`config.mk`:
```
export PLATFORM = sky130hd
export DESIGN_NAME = overlay_writer
export DESIGN_NICKNAME = d
export VERILOG_FILES = /design/src/rtl/overlay_writer.sv
export SDC_FILE = /design/constraint.sdc
export NUM_CORES = 1
export LEC_CHECK = 0
export CAP_MARGIN = 20
export CORE_AREA = 8 8 188 190
export DETAILED_ROUTE_END_ITERATION = 12
export DIE_AREA = 0 0 196 198
export DONT_BUFFER_PORTS = 1
export SLEW_MARGIN = 20
export SYNTH_ARGS = -nofsm -noshare
export SYNTH_HDL_FRONTEND = slang
export SYNTH_SLANG_ARGS = --single-unit
```
`constraint.sdc`:
```
create_clock -name clk_sys -period 7.8 [get_ports clk_sys]
set_clock_uncertainty 0.1 [all_clocks]
set_input_delay 1.17 -clock clk_sys [delete_from_list [all_inputs] [get_ports clk_sys]]
set_output_delay 1.17 -clock clk_sys [all_outputs]
set_load 0.05 [all_outputs]
```
`src/rtl/overlay_writer.sv`:
```
// overlay_writer
//    Packs a byte-wide overlay download stream into 16-bit words, buffers them
//    in a small FIFO and writes each word to an SDRAM channel with a
//    req/ack handshake. Signals overlay_valid once a download has finished
//    and every buffered word has reached memory.
//
// Parameters
//    FIFO_DEPTH   word entries in the write FIFO (2..16)
//    WAIT_LEVEL   FIFO occupancy at or above which ioctl_wait is raised
//
// Ports
//    clk_sys          in   single clock, rising edge
//    reset            in   synchronous, active-high
//    ioctl_download   in   download active
//    ioctl_wr         in   byte strobe
//    ioctl_addr[24:0] in   byte address
//    ioctl_dout[7:0]  in   download byte
//    ioctl_wait       out  back-pressure to the download source
//    mem_req          out  one-cycle write request pulse
//    mem_addr[23:0]   out  word address, held until mem_ack
//    mem_din[15:0]    out  write word {high byte, low byte}, held until mem_ack
//    mem_ack          in   one-cycle write-complete pulse
//    overlay_valid    out  overlay fully written
//    overflow         out  sticky: a word was dropped on a full FIFO
//    checksum[15:0]   out  running sum of written words
//
// Build option
//    OVERLAY_WRITER_CHECKSUM_EN  when defined, checksum accumulates mem_din on
//                                every accepted mem_ack; otherwise it is tied
//                                to zero and no adder exists.

module overlay_writer #(
   parameter int FIFO_DEPTH = 4,
   parameter int WAIT_LEVEL = FIFO_DEPTH - 1
) (
   input  logic        clk_sys,
   input  logic        reset,
   input  logic        ioctl_download,
   input  logic        ioctl_wr,
   input  logic [24:0] ioctl_addr,
   input  logic [7:0]  ioctl_dout,
   output logic        ioctl_wait,
   output logic        mem_req,
   output logic [23:0] mem_addr,
   output logic [15:0] mem_din,
   input  logic        mem_ack,
   output logic        overlay_valid,
   output logic        overflow,
   output logic [15:0] checksum
);

   localparam int PTR_W = (FIFO_DEPTH > 1) ? $clog2(FIFO_DEPTH) : 1;
   localparam int CNT_W = $clog2(FIFO_DEPTH + 1);
   localparam logic [PTR_W-1:0] PTR_LAST = PTR_W'(FIFO_DEPTH - 1);
   localparam logic [CNT_W-1:0] FULL_CNT = CNT_W'(FIFO_DEPTH);
   localparam logic [CNT_W-1:0] WAIT_CNT = CNT_W'(WAIT_LEVEL);

   typedef enum logic [1:0] {
      S_IDLE     = 2'd0,
      S_REQ      = 2'd1,
      S_WAIT_ACK = 2'd2
   } state_t;

   // Pointer advance with explicit wrap so non-power-of-two depths work.
   function automatic logic [PTR_W-1:0] ptr_inc(input logic [PTR_W-1:0] p);
      return (p == PTR_LAST) ? '0 : p + 1'b1;
   endfunction

   // FIFO entry: {word address[23:0], high byte, low byte}
   logic [39:0] fifo_mem [FIFO_DEPTH];

   state_t           state_q, state_d;
   logic             mem_req_q, mem_req_d;
   logic [23:0]      mem_addr_q, mem_addr_d;
   logic [15:0]      mem_din_q, mem_din_d;
   logic             wait_q, wait_d;
   logic             overlay_valid_q, overlay_valid_d;
   logic             overflow_q, overflow_d;
   logic             words_written_q, words_written_d;
   logic             pending_q, pending_d;
   logic             flush_q, flush_d;
   logic             download_q, download_d;
   logic [7:0]       low_byte_q, low_byte_d;
   logic [23:0]      low_addr_q, low_addr_d;
   logic [PTR_W-1:0] wr_ptr_q, wr_ptr_d;
   logic [PTR_W-1:0] rd_ptr_q, rd_ptr_d;
   logic [CNT_W-1:0] count_q, count_d;
`ifdef OVERLAY_WRITER_CHECKSUM_EN
   logic [15:0]      checksum_q, checksum_d;
`endif

   logic        dl_rise, dl_fall, wr_even, wr_odd, pend_eff;
   logic        push, push_ok, pop;
   logic [39:0] push_data, head;

   assign dl_rise  = ioctl_download & ~download_q;
   assign dl_fall  = ~ioctl_download & download_q;
   assign wr_even  = ioctl_wr & ioctl_download & ~ioctl_addr[0];
   assign wr_odd   = ioctl_wr & ioctl_download & ioctl_addr[0];
   // A rising edge wipes the pending low byte in the same cycle.
   assign pend_eff = pending_q & ~dl_rise;
   assign head     = fifo_mem[rd_ptr_q];

   always_comb begin
      download_d      = ioctl_download;
      flush_d         = 1'b0;
      pending_d       = pending_q;
      low_byte_d      = low_byte_q;
      low_addr_d      = low_addr_q;
      overlay_valid_d = overlay_valid_q;
      overflow_d      = overflow_q;
      words_written_d = words_written_q;
      state_d         = state_q;
      mem_req_d       = 1'b0;
      mem_addr_d      = mem_addr_q;
      mem_din_d       = mem_din_q;
      wr_ptr_d        = wr_ptr_q;
      rd_ptr_d        = rd_ptr_q;
      count_d         = count_q;
      push            = 1'b0;
      push_ok         = 1'b0;
      push_data       = '0;
      pop             = 1'b0;
`ifdef OVERLAY_WRITER_CHECKSUM_EN
      checksum_d      = checksum_q;
`endif

      if (dl_rise) begin
         overlay_valid_d = 1'b0;
         overflow_d      = 1'b0;
         words_written_d = 1'b0;
         pending_d       = 1'b0;
`ifdef OVERLAY_WRITER_CHECKSUM_EN
         checksum_d      = '0;
`endif
      end

      // A dangling low byte at the end of a download is flushed next cycle.
      if (dl_fall) begin
         flush_d   = pending_q;
         pending_d = 1'b0;
      end

      if (flush_q) begin
         push      = 1'b1;
         push_data = {low_addr_q, 8'h00, low_byte_q};
      end

      if (wr_even) begin
         low_byte_d = ioctl_dout;
         low_addr_d = ioctl_addr[24:1];
         pending_d  = 1'b1;
      end

      if (wr_odd) begin
         pending_d = 1'b0;
         // The flush slot owns the push port; a colliding word is dropped.
         if (flush_q) begin
            overflow_d = 1'b1;
         end else begin
            push      = 1'b1;
            push_data = {ioctl_addr[24:1], ioctl_dout, pend_eff ? low_byte_q : 8'h00};
         end
      end

      unique case (state_q)
         S_IDLE: begin
            if (count_q != '0) begin
               pop        = 1'b1;
               state_d    = S_REQ;
               mem_addr_d = head[39:16];
               mem_din_d  = head[15:0];
            end
         end
         S_REQ: begin
            state_d   = S_WAIT_ACK;
            mem_req_d = 1'b1;
         end
         S_WAIT_ACK: begin
            if (mem_ack) begin
               state_d         = S_IDLE;
               words_written_d = 1'b1;
`ifdef OVERLAY_WRITER_CHECKSUM_EN
               checksum_d      = checksum_q + mem_din_q;
`endif
            end
         end
         default: state_d = S_IDLE;
      endcase

      // A pop in the same cycle frees the slot, so a full FIFO still accepts.
      push_ok = push & ~((count_q == FULL_CNT) & ~pop);
      if (push & ~push_ok) overflow_d = 1'b1;
      if (push_ok) wr_ptr_d = ptr_inc(wr_ptr_q);
      if (pop) rd_ptr_d = ptr_inc(rd_ptr_q);
      if (push_ok & ~pop) count_d = count_q + 1'b1;
      else if (~push_ok & pop) count_d = count_q - 1'b1;

      wait_d = (count_d >= WAIT_CNT);

      if (~ioctl_download && (count_q == '0) && (state_q == S_IDLE) &&
          ~flush_q && ~pending_q && words_written_q)
         overlay_valid_d = 1'b1;
   end

   always_ff @(posedge clk_sys) begin
      if (reset) begin
         state_q         <= S_IDLE;
         mem_req_q       <= 1'b0;
         mem_addr_q      <= '0;
         mem_din_q       <= '0;
         wait_q          <= 1'b0;
         overlay_valid_q <= 1'b0;
         overflow_q      <= 1'b0;
         words_written_q <= 1'b0;
         pending_q       <= 1'b0;
         flush_q         <= 1'b0;
         // Track the live level so a download held through reset shows no edge.
         download_q      <= ioctl_download;
         wr_ptr_q        <= '0;
         rd_ptr_q        <= '0;
         count_q         <= '0;
`ifdef OVERLAY_WRITER_CHECKSUM_EN
         checksum_q      <= '0;
`endif
      end else begin
         state_q         <= state_d;
         mem_req_q       <= mem_req_d;
         mem_addr_q      <= mem_addr_d;
         mem_din_q       <= mem_din_d;
         wait_q          <= wait_d;
         overlay_valid_q <= overlay_valid_d;
         overflow_q      <= overflow_d;
         words_written_q <= words_written_d;
         pending_q       <= pending_d;
         flush_q         <= flush_d;
         download_q      <= download_d;
         wr_ptr_q        <= wr_ptr_d;
         rd_ptr_q        <= rd_ptr_d;
         count_q         <= count_d;
`ifdef OVERLAY_WRITER_CHECKSUM_EN
         checksum_q      <= checksum_d;
`endif
      end
   end

   // Data-only storage, meaningful only under the control flops above.
   always_ff @(posedge clk_sys) begin
      low_byte_q <= low_byte_d;
      low_addr_q <= low_addr_d;
      if (~reset & push_ok) fifo_mem[wr_ptr_q] <= push_data;
   end

   assign ioctl_wait    = wait_q;
   assign mem_req       = mem_req_q;
   assign mem_addr      = mem_addr_q;
   assign mem_din       = mem_din_q;
   assign overlay_valid = overlay_valid_q;
   assign overflow      = overflow_q;
`ifdef OVERLAY_WRITER_CHECKSUM_EN
   assign checksum      = checksum_q;
`else
   assign checksum      = '0;
`endif

endmodule

```
; ---- Word level (Yosys, flattened, before mapping)
; Memory sizes are Yosys's and may differ from the RTL's. A register that Yosys moved wholly into a read port is not among the register bits.
; Cells that the tools add are included.
[classes]
n_addsub = 4
n_mul = 0
n_div = 0
order_cmp = 1
eq_ne = 7
shifts = 0
n_mux = 30
bitwise = 23
reduce_logical = 14
[ops]
columns = op, count
row1 = 2-to-1 mux 40 bit, 3
row2 = 2-to-1 mux 1 bit, 19
row3 = AND 1 bit, 12
row4 = NOT 1 bit, 11
row5 = 2-to-1 mux 2 bit, 4
row6 = 2-to-1 mux 8 bit, 1
row7 = equality test 2 bit (second input constant), 3
row8 = 2-to-1 mux 3 bit, 2
row9 = one-hot mux 2 bit (3 select lines), 1
row10 = nonzero test 3 bit, 2
row11 = logical AND 1 bit, 5
row12 = adder 2 x 1 -> 2 bit (second input constant), 2
row13 = != test 2 bit (second input constant), 2
row14 = AND reduction 2 bit, 2
row15 = OR reduction 2 bit, 2
row16 = adder 3 x 1 -> 3 bit (second input constant), 1
row17 = equality test 3 bit (second input constant), 1
row18 = greater-or-equal comparator 3 x 2 -> 1 bit (second input constant), 1
row19 = zero test 3 bit, 1
row20 = subtractor 3 x 1 -> 3 bit (second input constant), 1
row21 = equality test 2 x 1 -> 1 bit (second input constant), 1
row22 = zero test 2 bit, 1
row23 = nonzero test 2 bit, 1
[totals]
ff_bits = 49
latch_bits = 0
ram_bits = 160
rom_bits = 0
input_bits = 38
mem_count = 1
[mem_list]
columns = memory, words, word_bits, read_ports, rd_clocked_by_memory_dff, write_ports, line_no
row1 = fifo_mem, 4, 40, 1, 1, 1, 70  ; logic [39:0] fifo_mem [FIFO_DEPTH];

; ---- Longest topological paths before layout
[logic_depth]
depth_word = 12
mapped_depth = 7
depth_no_buf = 7

; ---- Least setup slack after synthesis
; No wires, ideal clock.
[synth_timing]
path_kind = input to register
startpoint = input port ioctl_wr
endpoint = register low_addr_q[0] (enable)
setup_time_ns = 0.423
t_arrival_ns = 2.619
path_slack_ns = 4.658
stages = 2
cell_sequence = nand2_1 > nor2_1
[synth_via]
elab_chain_cells = 2
[synth_lines]
columns = element, line_no
row1 = start: declaration, 39  ; input logic ioctl_wr,
row2 = AND 1 bit (2 in a row), 98  ; assign wr_even = ioctl_wr & ioctl_download & ~ioctl_addr[0];
row3 = named net wr_even, 92  ; logic dl_rise, dl_fall, wr_even, wr_odd, pend_eff;
row4 = end signal: assignment, 250  ; low_addr_q <= low_addr_d;
row5 = end: declaration, 84  ; logic [23:0] low_addr_q, low_addr_d;
; The timed path passes the listed nets, and every way through them passes these cells.
; A chain may end at the register's enable or synchronous reset.

; ---- Worst setup path in the final report
[layout_timing]
startpoint = register flush_q
endpoint = memory fifo_mem[0][1] (enable)
[layout_via]
elab_chain_cells = 7
[layout_lines]
columns = element, line_no
row1 = start: declaration, 81  ; logic flush_q, flush_d;
row2 = start signal: assignment, 236  ; flush_q <= flush_d;
row3 = 2-to-1 mux 1 bit, 144  ; if (flush_q) begin
row4 = 2-to-1 mux 1 bit, 158  ; if (flush_q) begin
row5 = 2-to-1 mux 1 bit *, 155  ; if (wr_odd) begin
row6 = AND 1 bit *, 192  ; push_ok = push & ~((count_q == FULL_CNT) & ~pop);
row7 = AND 1 bit *, 251  ; if (~reset & push_ok) fifo_mem[wr_ptr_q] <= push_data;
row8 = 2-to-1 mux 1 bit *, 251
row9 = 2-to-1 mux 1 bit (implied by the code) *, 251
row10 = end: declaration, 70
; Every way passes the cells marked *; elsewhere a longest branch is shown, timed or not.

==> impl_metrics.yaml <==
sta:
  rsz0062_at_grt: "false"
  clock.fmax_mhz: 363
  slew_viol_final: 0
  max_slew_margin_pct: 29.1
  setup_viol: 0
  fin_crit_ns: 2.76
  period_share_pct: 35.4
  final_hold_viol_count: 0
  tightest_slew_ns: 1.06
  tns_ns: 0
cts:
  cts_tree: "built"
  path_clk_slew_ns: 0.06
  cts.sinks: 249
  clockBufferDepth: 3
  numCtsBuffers: 25
  cts_setup_buffers: 0
  worstSkewPairLatency_ns: 0.52
  hold_buffers: 0
  h-tree-depth: 1
  clockRootBuffer: "clkbuf_16"
  cts_resized: 0
worst_setup_path:
  cp.required_ns: 7.85
  worstPathArrival_ns: 2.81
  crit-reg2reg-launch: "flush_q"
  critPathTopFamily: "flip-flops"
  cp_max_fo: 55
  r2r_end: "fifo_mem[0][1]"
  path_buf_inv: 1
  critPathMaxStageDelay_ns: 0.95
  crit_path_start_kind: "flip-flop"
  end_kind: "flip-flop"
  path_class: "flip-flop to flip-flop"
  ff2ff_setup_slack_ns: 5.04
  worstPathCellList: "a31o_4 > o21ai_1 > nor2_1 > and2_2 > buf_4"
  crit_path_top_delay_cell: "dfxtp_2"
  reg2reg_depth: 5
min_path:
  whs_path_depth: 2
  worstHoldStart: "words_written_q"
  holdCritPathClass: "flip-flop to flip-flop"
  min_delay_worst_endpoint: "words_written_q"
drt:
  ant_nets: 0
  routed_wl_mm: 19.7
  via_per_inst: 4.56
  route.detailed.drc: 0
  drt_pass1_iterations: 4
  dr_total_vias: 4859
  drtIter0Drc: 225
  post_drt_wl_per_cell_um: 18.5
synthesis:
  syn_inst: 638
  synthSimpleGateAreaFrac_pct: 8.41
  yosysSeqAreaShare_pct: 72.2
  synth_warnings: 0
  ys_types: 38
  synth_area_um2: 9570
  ys_ff_latch: 249
  synth_compound_area_share_pct: 5.07
  ys_top_cells_by_area: "edfxtp_1, dfxtp_1, mux4_2"
  synth_top_area_share_pct: 60.3
  syn_avg_cell_area_um2: 15.0
  yosys.area_share.adder_pct: 1.41
  synth_mux_area_share_pct: 9.52
  synth_top_family_by_area: "multiplexers"
  synth_area_leader_cell: "edfxtp_1"
  synth-xor-area-share_pct: 0.183
power:
  p_per_area_nw_per_um2: 357
  total_power_uw: 3840
  leakage_uw: 0.00347
  vdd_drop_max_uv: 174
finish:
  diodes: 0
  finalNetCount: 686
  area_growth_pct: 12.5
  fillers: 3123
  drive_gt1_share_pct: 14.8
  layout_common_cells: "edfxtp_1, nand2_1, dfxtp_1"
  final_common_cell: "edfxtp_1"
  post-route-util_pct: 33.4
  instances_no_fill: 1065
global_routing:
  grt_pass1_wl_mm: 30.1
  grt.met3_usage_pct: 2.70
  top_usage_layer: "met2"
  grt_pass1_vias: 5014
  gr-usage-met1_pct: 12.7
  grt_max_degree: 58
  use_met2_pct: 16.9
  grt-ovfl-total: 0
  antenna_found_initial: 0
  grt_usage_pct: 9.99
placement:
  globalplace.congestion: 0.718
  placed_cells: 1019
  dpl.hpwl_mm: 12.2
  io_buffers: 0
die:
  core_um2: 32200
  dieArea_um2: 38800
  die_w_um: 196
  die_h_um: 198
  io_pins: 98
  fp-row-count: 66
  initial_core_util_pct: 29.7
job:
  cap_violations: 0
run_status:
  outcome: "finished clean"
## stage by stage
stage / hold WS (ns) / setup WS (ns) / instance area [um^2]
6_report: 0.392 / 5.04 / 10800
3_3_place_gp: 0.380 / 4.89 / 9940
3_5_place_dp: 0.371 / 4.85 / 9940
5_1_grt: 0.429 / 4.76 / 10800
2_1_floorplan: 0.336 / 4.66 / 9620
4_1_cts: 0.390 / 5.00 / 10800
## registers in the layout (all words and copies together) (netlist names), 2 cells and up
signal / flops
wr_ptr_q: 2
rd_ptr_q: 2
count_q: 3
fifo_mem: 160
state_q: 2
mem_din: 16
low_byte_q: 8
mem_addr: 24
low_addr_q: 24
## logic make-up after synthesis
| family | count (synthesis) |
|---|---|
| AOI/OAI and AO/OA | 86 |
| xor gates and xnor gates | 2 |
| adders and majority gates | 11 |
| buffers and inverters | 58 |
| DFF | 249 |
| muxes | 41 |
| other | 1 |
| and+or+nand+nor | 190 |
## routing by layer
layer  vias up  wire [um]
met5         -          0
met1      2386       8630
met2       124       9430
li1       2317          -
met4         0        392
met3        32       1280
## power breakdown
| group | total [uW] | internal [uW] | switching (uW) |
|---|---|---|---|
| Clock | 1180 | 703 | 480 |
| Combinational | 616 | 239 | 377 |
| Sequential | 2040 | 1550 | 486 |
## final cells by class
| type | count | area (um^2) | share of cell area (%) |
|---|---|---|---|
| multi-input cells | 346 | 2430 | 22.6 |
| well taps | 408 | 510 | 4.75 |
| clock inverters | 12 | 144 | 1.34 |
| clock buffers | 34 | 669 | 6.22 |
| inverters | 9 | 33.8 | 0.314 |
| repair buffers | 7 | 52.6 | 0.488 |
| flip-flops and latches | 249 | 6910 | 64.3 |
## how the worst max path moves through the flow
| stage | start | to | slack (ns) | depth (start not counted) |
|---|---|---|---|---|
| 2_1_floorplan | ioctl_wr | low_addr_q[0] | 4.66 | 2 |
| 3_3_place_gp | ioctl_addr[0] | fifo_mem[3][26] | 4.89 | 5 |
| 3_5_place_dp | ioctl_addr[0] | fifo_mem[0][27] | 4.85 | 5 |
| 4_1_cts | flush_q | fifo_mem[0][3] | 5.00 | 5 |
| 5_1_grt | flush_q | fifo_mem[2][34] | 4.76 | 5 |
| 6_report | flush_q | fifo_mem[0][1] | 5.04 | 5 |
## worst min-delay path: stages, from the launching register on
cell     delay, ns
dfxtp_1       0.33
a32oi_1       0.05
nor2_1        0.07
## cells in the mapped netlist, drive strengths merged
cell and count:
o31ai 1, nor3b 1, a211o 1, and3 1
nand2b 2, a221oi 1, nand3 1, a311oi 1
a32o 1, xnor2 2, edfxtp 192, a21oi 48
inv 9, buf 30, and2 13, nor3 6
mux2i 1, clkbuf 19, conb 1, maj3 1
nor2b 9, nor4b 1, ha 10, a31o 1
nand2 136, nor2 18, nand3b 1, dfxtp 57
a32oi 2, nor4 1, mux4 40, a31oi 4
o21ai 26
Power figures use the tool's default switching activity.
